===== src/rtl/asip_pipe_pkg.sv =====
// Shared definitions for the ASIP vector pipeline boundary registers.
// Contents:
//   LANES_DEFAULT, DATA_SIZE_DEFAULT, REG_ADDR_DEFAULT - default configuration
//   ex_mem_payload_t - EX->MEM payload layout at the default configuration
//   ex_mem_payload_width() - payload width for any lane/data/address setting
// Field order, LSB first: result, neg, zero, rd, reg_we, mem_rd, mem_wr, set_flags.
package asip_pipe_pkg;

  localparam int LANES_DEFAULT     = 4;
  localparam int DATA_SIZE_DEFAULT = 8;
  localparam int REG_ADDR_DEFAULT  = 4;

  typedef struct packed {
    logic                                       set_flags;
    logic                                       mem_wr;
    logic                                       mem_rd;
    logic                                       reg_we;
    logic [REG_ADDR_DEFAULT-1:0]                rd;
    logic [LANES_DEFAULT-1:0]                   zero;
    logic [LANES_DEFAULT-1:0]                   neg;
    logic [LANES_DEFAULT*DATA_SIZE_DEFAULT-1:0] result;
  } ex_mem_payload_t;

  // Same layout as ex_mem_payload_t, sized for a parameterized instance.
  function automatic int ex_mem_payload_width(input int lanes, input int data_size,
                                              input int reg_addr_size);
    return lanes * data_size + 2 * lanes + reg_addr_size + 4;
  endfunction

endpackage


===== src/rtl/pipe_skid_buffer.sv =====
// Generic 2-entry ready/valid skid buffer.
// The main entry drives the output; the skid entry absorbs the one transfer
// that arrives while main is stalled, so in_ready_o can be a pure register.
// Ports:
//   clk, rst_n    - clock, asynchronous active-low reset
//   flush_i       - synchronous drop of both entries; input ignored this cycle
//   in_valid_i    - upstream offers in_data_i
//   in_ready_o    - registered, high while the skid entry is empty
//   in_data_i     - upstream payload
//   out_valid_o   - main entry valid
//   out_ready_i   - downstream accepts
//   out_data_o    - main entry payload
module pipe_skid_buffer #(
  parameter int WIDTH = 8
) (
  input  logic             clk,
  input  logic             rst_n,
  input  logic             flush_i,
  input  logic             in_valid_i,
  output logic             in_ready_o,
  input  logic [WIDTH-1:0] in_data_i,
  output logic             out_valid_o,
  input  logic             out_ready_i,
  output logic [WIDTH-1:0] out_data_o
);

  logic             main_valid_q, main_valid_d;
  logic             skid_valid_q, skid_valid_d;
  logic [WIDTH-1:0] main_data_q,  main_data_d;
  logic [WIDTH-1:0] skid_data_q,  skid_data_d;
  logic             in_xfer, out_xfer;

  assign in_ready_o  = !skid_valid_q;
  assign out_valid_o = main_valid_q;
  assign out_data_o  = main_data_q;

  assign in_xfer  = in_valid_i && !skid_valid_q && !flush_i;
  assign out_xfer = main_valid_q && out_ready_i;

  always_comb begin
    main_valid_d = main_valid_q;
    skid_valid_d = skid_valid_q;
    main_data_d  = main_data_q;
    skid_data_d  = skid_data_q;
    if (out_xfer && skid_valid_q) begin
      // Skid drains into main; no input can arrive because in_ready_o is low.
      main_valid_d = 1'b1;
      skid_valid_d = 1'b0;
      main_data_d  = skid_data_q;
    end else if (in_xfer && (!main_valid_q || out_xfer)) begin
      // Main empty or draining this edge: new entry goes straight to main.
      main_valid_d = 1'b1;
      main_data_d  = in_data_i;
    end else if (in_xfer) begin
      // Main stalled: park the new entry in skid.
      skid_valid_d = 1'b1;
      skid_data_d  = in_data_i;
    end else if (out_xfer) begin
      main_valid_d = 1'b0;
    end
    // Payload may keep stale data; only the valids need clearing.
    if (flush_i) begin
      main_valid_d = 1'b0;
      skid_valid_d = 1'b0;
    end
  end

  always_ff @(posedge clk or negedge rst_n) begin
    if (!rst_n) begin
      main_valid_q <= 1'b0;
      skid_valid_q <= 1'b0;
      main_data_q  <= '0;
      skid_data_q  <= '0;
    end else begin
      main_valid_q <= main_valid_d;
      skid_valid_q <= skid_valid_d;
      main_data_q  <= main_data_d;
      skid_data_q  <= skid_data_d;
    end
  end

endmodule


===== src/rtl/ex_mem_skid_reg.sv =====
// EX->MEM pipeline boundary register for the vector ASIP.
// Buffers per-lane ALU results, flags and control through a 2-entry skid
// buffer, and owns the architectural condition-flag register.
// Ports:
//   clk, rst_n          - clock, asynchronous active-low reset
//   flush               - squash all buffered entries at the next edge
//   ex_valid/ex_ready   - execute-side handshake (ex_ready registered)
//   ex_result           - lane i at [i*dataSize +: dataSize]
//   ex_neg, ex_zero     - per-lane ALU flags
//   ex_rd, ex_reg_we, ex_mem_rd, ex_mem_wr, ex_set_flags - control payload
//   mem_valid/mem_ready - memory-side handshake
//   mem_result, mem_rd, mem_reg_we, mem_mem_rd, mem_mem_wr - head entry payload
//   flag_neg, flag_zero - architectural flags for branch logic
module ex_mem_skid_reg
  import asip_pipe_pkg::*;
#(
  parameter int dataSize    = DATA_SIZE_DEFAULT,
  parameter int lanes       = LANES_DEFAULT,
  parameter int regAddrSize = REG_ADDR_DEFAULT
) (
  input  logic                      clk,
  input  logic                      rst_n,
  input  logic                      flush,
  input  logic                      ex_valid,
  output logic                      ex_ready,
  input  logic [lanes*dataSize-1:0] ex_result,
  input  logic [lanes-1:0]          ex_neg,
  input  logic [lanes-1:0]          ex_zero,
  input  logic [regAddrSize-1:0]    ex_rd,
  input  logic                      ex_reg_we,
  input  logic                      ex_mem_rd,
  input  logic                      ex_mem_wr,
  input  logic                      ex_set_flags,
  output logic                      mem_valid,
  input  logic                      mem_ready,
  output logic [lanes*dataSize-1:0] mem_result,
  output logic [regAddrSize-1:0]    mem_rd,
  output logic                      mem_reg_we,
  output logic                      mem_mem_rd,
  output logic                      mem_mem_wr,
  output logic [lanes-1:0]          flag_neg,
  output logic [lanes-1:0]          flag_zero
);

  localparam int PW       = ex_mem_payload_width(lanes, dataSize, regAddrSize);
  localparam int RES_W    = lanes * dataSize;
  localparam int NEG_LSB  = RES_W;
  localparam int ZERO_LSB = NEG_LSB + lanes;
  localparam int RD_LSB   = ZERO_LSB + lanes;
  localparam int WE_BIT   = RD_LSB + regAddrSize;
  localparam int MRD_BIT  = WE_BIT + 1;
  localparam int MWR_BIT  = WE_BIT + 2;
  localparam int SF_BIT   = WE_BIT + 3;

  logic [PW-1:0]    in_pl, head_pl;
  logic [lanes-1:0] flag_neg_q,  flag_neg_d;
  logic [lanes-1:0] flag_zero_q, flag_zero_d;
  logic             out_xfer;

  assign in_pl = {ex_set_flags, ex_mem_wr, ex_mem_rd, ex_reg_we, ex_rd,
                  ex_zero, ex_neg, ex_result};

  pipe_skid_buffer #(
    .WIDTH(PW)
  ) u_skid (
    .clk        (clk),
    .rst_n      (rst_n),
    .flush_i    (flush),
    .in_valid_i (ex_valid),
    .in_ready_o (ex_ready),
    .in_data_i  (in_pl),
    .out_valid_o(mem_valid),
    .out_ready_i(mem_ready),
    .out_data_o (head_pl)
  );

  assign mem_result = head_pl[RES_W-1:0];
  assign mem_rd     = head_pl[RD_LSB +: regAddrSize];
  assign mem_reg_we = head_pl[WE_BIT];
  assign mem_mem_rd = head_pl[MRD_BIT];
  assign mem_mem_wr = head_pl[MWR_BIT];

  // Not gated by flush: the memory stage has already consumed this entry.
  assign out_xfer = mem_valid && mem_ready;

  always_comb begin
    flag_neg_d  = flag_neg_q;
    flag_zero_d = flag_zero_q;
    if (out_xfer && head_pl[SF_BIT]) begin
      flag_neg_d  = head_pl[NEG_LSB +: lanes];
      flag_zero_d = head_pl[ZERO_LSB +: lanes];
    end
  end

  always_ff @(posedge clk or negedge rst_n) begin
    if (!rst_n) begin
      flag_neg_q  <= '0;
      flag_zero_q <= '0;
    end else begin
      flag_neg_q  <= flag_neg_d;
      flag_zero_q <= flag_zero_d;
    end
  end

  assign flag_neg  = flag_neg_q;
  assign flag_zero = flag_zero_q;

endmodule


===== config.mk =====
export PLATFORM = sky130hd
export DESIGN_NAME = ex_mem_skid_reg
export DESIGN_NICKNAME = d
export VERILOG_FILES = /design/src/rtl/asip_pipe_pkg.sv /design/src/rtl/pipe_skid_buffer.sv /design/src/rtl/ex_mem_skid_reg.sv
export SDC_FILE = /design/constraint.sdc
export NUM_CORES = 1
export LEC_CHECK = 0
export ABC_AREA = 1
export CORE_MARGIN = 2
export CORE_UTILIZATION = 45
export DETAILED_ROUTE_END_ITERATION = 6
export GPL_TIMING_DRIVEN = 1
export PLACE_DENSITY = 0.74
export REMOVE_ABC_BUFFERS = 1
export SYNTH_ARGS = -nofsm -noshare
export SYNTH_HDL_FRONTEND = slang
export SYNTH_SLANG_ARGS = --single-unit

===== constraint.sdc =====
create_clock -name clk -period 1.65 [get_ports clk]
set_input_delay 0.33 -clock clk [delete_from_list [all_inputs] [get_ports clk]]
set_output_delay 0.33 -clock clk [all_outputs]
set_load 0.03 [all_outputs]

==> results of run 1 <==
timing repair:
action / CTS / global route
endpoints found under the setup margin: 47 / 3
cloned: 0 / 0
resized for setup: 47 / 2
hold buffers: 0 / 0
pin swaps: 0 / 0
synthesized netlist by cell type:
cell,count
buf_2,24
buf_4,47
buf_6,7
clkbuf_1,12
dfrtp_1,106
inv_1,11
inv_2,3
nand2_1,299
nand2_2,4
nand3_1,99
nand3_2,2
nand4_1,48
nor2_4,1
o21ai_0,8
sequential cells by signal (all words and copies together), names as in the netlist:
signal / count
u_skid.skid_data_q: 48
u_skid.skid_valid_q: 1
flag_neg: 4
flag_zero: 4
u_skid.out_valid_o: 1
u_skid.out_data_o: 48
power by group through the flow:
stage	registers (W)	clock network, W	logic [W]
after floorplan	0.00383	0	0.000529
after global placement	0.00341	0	0.00179
after detailed placement	0.00343	0	0.00183
after CTS	0.00338	0.00219	0.00169
after global routing	0.00344	0.00229	0.00184
final	0.00338	0.00214	0.00166
per-layer routing:
metal | global-route usage (%) | wire length, um
met2 | 32.9 | 6080
met3 | 4.28 | 718
met5 | 0 | 0
met1 | 29.1 | 5750
met4 | 6.02 | 102
kinds of logic after synthesis:
| group | count (synthesis) | share of synthesized area [%] |
|---|---|---|
| buffers and inverters | 104 | 12.2 |
| DFF | 106 | 49.9 |
| AOI/OAI and AO/OA | 8 | 0.753 |
| and+or+nand+nor | 453 | 37.1 |
metrics by stage:
| step | std cells | instance area (sq um) | worst slack, ns | total power [W] |
|---|---|---|---|---|
| floorplan | 581 | 4720 | -2.19 | 0.00436 |
| global placement | 851 | 6180 | 0.0646 | 0.00520 |
| detailed placement | 851 | 6180 | 0.0164 | 0.00527 |
| CTS | 867 | 6410 | 0.0336 | 0.00726 |
| global route | 867 | 6420 | 0.0466 | 0.00758 |
| finish | 867 | 6420 | 0.0799 | 0.00719 |
worst paths after layout:
check	endpoint	slack [ns]
max	ex_ready	0.08
min	u_skid.out_data_o[0]$_DFFE_PN0P_	0.02
max reg2reg	u_skid.out_data_o[47]$_DFFE_PN0P_	0.34
min reg2reg	u_skid.skid_data_q[42]$_DFFE_PN0P_	0.47
max in group asynchronous	u_skid.out_valid_o$_DFFE_PN0P_	1.15
min in group clk	u_skid.skid_data_q[42]$_DFFE_PN0P_	0.47
layout make-up:
class	instances	area (sq um)	area share (%)
multi-input combinational	461	2030	31.6
clock inverter	6	66.3	1.03
clock buffer	10	229	3.57
inverter	14	52.6	0.818
tap	143	179	2.79
timing repair buffer	127	1210	18.9
sequential	106	2660	41.3
cells in the final DEF (no fill, tap or decap):
cell | netlist | layout
clkinv_2 | 0 | 2
nand3_1 | 99 | 98
clkbuf_16 | 0 | 9
clkdlybuf4s50_1 | 0 | 50
clkinv_4 | 0 | 2
bufinv_16 | 0 | 1
inv_1 | 11 | 11
nand3_2 | 2 | 2
dlygate4sd2_1 | 0 | 47
nand3_4 | 0 | 1
nor2_4 | 1 | 1
clkbuf_1 | 12 | 1
nand4_1 | 48 | 48
buf_2 | 24 | 1
inv_6 | 0 | 1
nand2_1 | 299 | 299
nand2_2 | 4 | 4
dfrtp_2 | 0 | 2
o21ai_0 | 8 | 8
dfrtp_1 | 106 | 104
buf_6 | 7 | 1
inv_2 | 3 | 3
buf_12 | 0 | 6
buf_4 | 47 | 22
==> metrics.csv, run 1 <==
metric;value;unit
status;complete, no violations;
syn_inst;671;
clk_path_buf_depth;2;
r2r-start;u_skid.skid_valid_q$_DFFE_PN0P_;
drt_iter0_drc;340;
rows;39;
clock_sinks;106;
postRouteAntennaNets;0;
wl_per_cell;14.6;um
yosysSeqAreaShare;49.9;%
drc;0;
power_frac_comb;23.1;%
p_clk_share;29.8;%
cp_cell_sequence;buf_6 > inv_1 > buf_4;
place.gp.congestion;0.775;
synth_top_area_share;49.9;%
htreeDepth;3;
fill_cells;1058;
sw_frac_of_total;31.8;%
ys_types;14;
synthTopCellsByArea;dfrtp_1 50%, nand2_1 21%, nand3_1 9.3%;
synth_top_area_cell;dfrtp_1;
vias;4553;
grt_overflow_total;0;
start_util;46.4;%
critPathBufInv;3;
finClkSkew;0.00980;ns
cp.required;1.32;ns
drv_slew;0;
grt_use_total;20.7;%
core;11500;sq um
fin_util;56.0;%
grt_max_degree;107;
peakVddDrop;0.553;mV
wl;12.6;mm
worst-path-stages;3;
period_needed;1.57;ns
worstSkewPairLatency;0.35;ns
area_growth;20.8;%
clkTransAtPathRegs;0.07;ns
postCtsSetupRepairBufs;0;
dr.pass1.iters;4;
critical_path_arrival;1.24;ns
ys_ff_latch;106;
antenna_found_initial;0;
hold_path_class;in2async;
critPathMaxFanout;14;
power.net_switching;0.00228;W
hold_ws;0.0185;ns
reg2regPathDepth;6;
start_kind;register;
crit_start;u_skid.skid_valid_q$_DFFE_PN0P_;
rsz0062_at_grt;no;
cts_tree;built;
fin_crit_sh;95.2;%
max_stage_delay;0.46;ns
fp.dieW;113;um
dp_hpwl;8.40;mm
critical_path_class;reg2out;
antenna_cells;0;
hold_viol;0;
grt_pass1_wl;21.6;mm
p_leak;3.47;nW
slowest_stage;dfrtp_2;
chipHeight;113;um
ioPinCount;102;
p_seq_share;47.0;%
portBuffers;101;
grt_pass1_vias;4477;
setup_violations;0;
yosysWarnings;0;
fin_nets;772;
cts_root_buf;clkbuf_16;
syn_avg_cell_area;7.92;sq um
power_density;1120;nW/um^2
timing.fmax;637;MHz
syn_area;5320;sq um
p_int;0.00491;W
fp.dieArea;12700;sq um
slew-limit-headroom;61.0;%
crit_family;flip-flops;
cts_buffers;9;
setup_tns;0;ns
cp-end-kind;output pin;
layout-drive-gt1-share;8.01;%
max_cap_violations;0;
viasPerCell;5.25;
worst_slew_pin_slew;0.586;ns
Power figures use the tool's default switching activity.
==> run 2: changes to the inputs <==
--- a/config.mk
+++ b/config.mk
@@ -15,3 +15,4 @@
 export SYNTH_ARGS = -nofsm -noshare
 export SYNTH_HDL_FRONTEND = slang
 export SYNTH_SLANG_ARGS = --single-unit
+export TNS_END_PERCENT = 100
==> results of run 2 <==
Final layout, timing and power as in run 1 (identical DEF).
==> run 3: changes to the inputs <==
--- a/config.mk
+++ b/config.mk
@@ -6,7 +6,6 @@
 export NUM_CORES = 1
 export LEC_CHECK = 0
 export ABC_AREA = 1
-export CORE_MARGIN = 2
 export CORE_UTILIZATION = 45
 export DETAILED_ROUTE_END_ITERATION = 6
 export GPL_TIMING_DRIVEN = 1
==> run 3 against run 2 <==
Routed wire length grew 3.2%. Die area shrank 3.5%. Power grew 1.6%. Clock power grew 5%. Maximum frequency is essentially flat. Sequential share of layout area shrank 0.19 points. Via count grew 2.0%.
==> metrics.csv, run 3 (synthesized netlist as in run 1, its figures left out) <==
metric;value;unit;change
wl;13.0;mm;+3.2%
crit_family;flip-flops;;
grt_use_total;22.6;%;+1.9 points
fp.dieW;111;um;-1.8%
max_cap_violations;0;;unchanged
antenna_cells;0;;unchanged
cp-end-kind;output pin;;
cp_cell_sequence;buf_6 > inv_1 > buf_4;;
slew-limit-headroom;68.0;%;+7.1 points
drt_iter0_drc;396;;+16%
max_stage_delay;0.46;ns;about the same
timing.fmax;637;MHz;about the same
critical_path_arrival;1.24;ns;about the same
place.gp.congestion;0.762;;-1.7%
period_needed;1.57;ns;+0.000675 ns
layout-drive-gt1-share;7.99;%;-0.022 points
cts_tree;built;;
wl_per_cell;15.0;um;+2.9%
core;11500;sq um;unchanged
critPathBufInv;3;;unchanged
grt_pass1_vias;4585;;+2.4%
p_clk_share;30.7;%;+0.9 points
critical_path_class;reg2out;;
clock_sinks;106;;unchanged
hold_viol;0;;unchanged
slowest_stage;dfrtp_2;;
dp.cells;851;;unchanged
start_util;46.4;%;unchanged
htreeDepth;3;;unchanged
critPathMaxFanout;17;;+3
p_int;0.00500;W;+2.0%
viasPerCell;5.34;;+1.7%
drv_slew;0;;unchanged
power;0.00731;W;+1.6%
cts_root_buf;clkbuf_16;;
grt_pass1_wl;22.5;mm;+4.1%
drc;0;;unchanged
cts_buffers;9;;unchanged
dp_hpwl;8.78;mm;+4.6%
finClkSkew;0.0104;ns;+0.000548 ns
clk_path_buf_depth;2;;unchanged
fin_crit_sh;95.2;%;about the same
peakVddDrop;0.547;mV;-1.0%
final_common_cell;nand2_1;;
vias;4643;;+2.0%
power_frac_comb;23.1;%;about the same
rows;39;;unchanged
area_growth;21.4;%;
setup_violations;0;;unchanged
p_seq_share;46.3;%;-0.7 points
reg2reg_slack;0.20;ns;-0.14 ns
stdcell_count;869;;+0.23%
fp.dieArea;12300;sq um;-3.5%
postRouteAntennaNets;0;;unchanged
p_leak;3.49;nW;+0.42%
power.net_switching;0.00230;W;+0.94%
layout_setup_ws;0.0792;ns;-0.000675 ns
grt_overflow_total;0;;unchanged
antenna_found_initial;0;;unchanged
setup_tns;0;ns;unchanged
sw_frac_of_total;31.5;%;-0.22 points
fin_nets;774;;+0.26%
rsz0062_at_grt;no;;
final_cell_mix;299 x nand2_1, 104 x dfrtp_1, 99 x nand3_1;;
hold_path_class;reg2reg;;
hold_ws;0.472;ns;+0.453 ns
power_density;1130;nW/um^2;+1.2%
chipHeight;111;um;-1.8%
dr.pass1.iters;5;;+1
worst_slew_pin_slew;0.480;ns;-0.106 ns
pre_cts_ws;-0.00446;ns;-0.0209 ns
portBuffers;101;;unchanged
clkTransAtPathRegs;0.07;ns;about the same
grt_max_degree;51;;-52%
start_kind;register;;
ioPinCount;102;;unchanged
cp.required;1.32;ns;about the same
status;complete, no violations;;
worstSkewPairLatency;0.34;ns;about the same
-- run 3: power by group through the flow --
stage          clock, W  combinational (W)  sequential (W)
5_1_grt         0.00239            0.00186         0.00345
4_1_cts         0.00229            0.00171         0.00338
3_5_place_dp          0            0.00184         0.00344
6_report        0.00224            0.00169         0.00338
2_1_floorplan         0           0.000529         0.00383
3_3_place_gp          0            0.00180         0.00341
-- run 3: routing by layer --
metal	routed length (um)	GRT usage [%]	part of all wire, %
met1	5830	30.3	45
met3	692	3.83	5.3
met5	0	0	0
met2	6420	37.7	49
met4	101	6.76	0.77
-- run 3: stage by stage --
stage | cell area [sq um] | utilization, %
6_report | 6450 | 56.3
4_1_cts | 6450 | 56.2
3_5_place_dp | 6180 | 53.9
5_1_grt | 6450 | 56.3
3_3_place_gp | 6180 | 53.9
2_1_floorplan | 4720 | -
-- run 3: final cells by class --
class,instances,area (sq um)
Clock buffer,12,256
Clock inverter,4,56.3
Fill cell,1014,5010
Inverter,14,52.6
Multi-Input combinational cell,461,2020
Sequential cell,106,2660
Tap cell,143,179
Timing Repair Buffer,129,1230
-- run 3: worst reg2reg max path, cell delays in order (launching register included) --
cell and delay [ns]:
dfrtp_2 0.36, buf_4 0.21, nand2_2 0.11, inv_2 0.15, buf_4 0.30, nand3_1 0.15
nand2_1 0.10
-- run 3: timing repair --
item | CTS | global route
gates resized for setup | 47 | 1
setup endpoints to repair | 48 | 1
hold buffers | 1 | 0
setup buffers | 1 | 0
hold endpoints to repair | 30 | 0
-- run 3: final timing paths --
check / start / end / depth (start not counted)
setup / recovery: u_skid.skid_valid_q$_DFFE_PN0P_ / ex_ready / 3
hold / removal: u_skid.skid_data_q[13]$_DFFE_PN0P_ / u_skid.skid_data_q[13]$_DFFE_PN0P_ / 2
setup reg to reg: u_skid.out_valid_o$_DFFE_PN0P_ / u_skid.skid_data_q[34]$_DFFE_PN0P_ / 6
hold reg to reg: u_skid.skid_data_q[13]$_DFFE_PN0P_ / u_skid.skid_data_q[13]$_DFFE_PN0P_ / 2
max in group asynchronous: rst_n / u_skid.skid_data_q[2]$_DFFE_PN0P_ / 3
min in group asynchronous: rst_n / flag_zero[0]$_DFFE_PN0P_ / 2
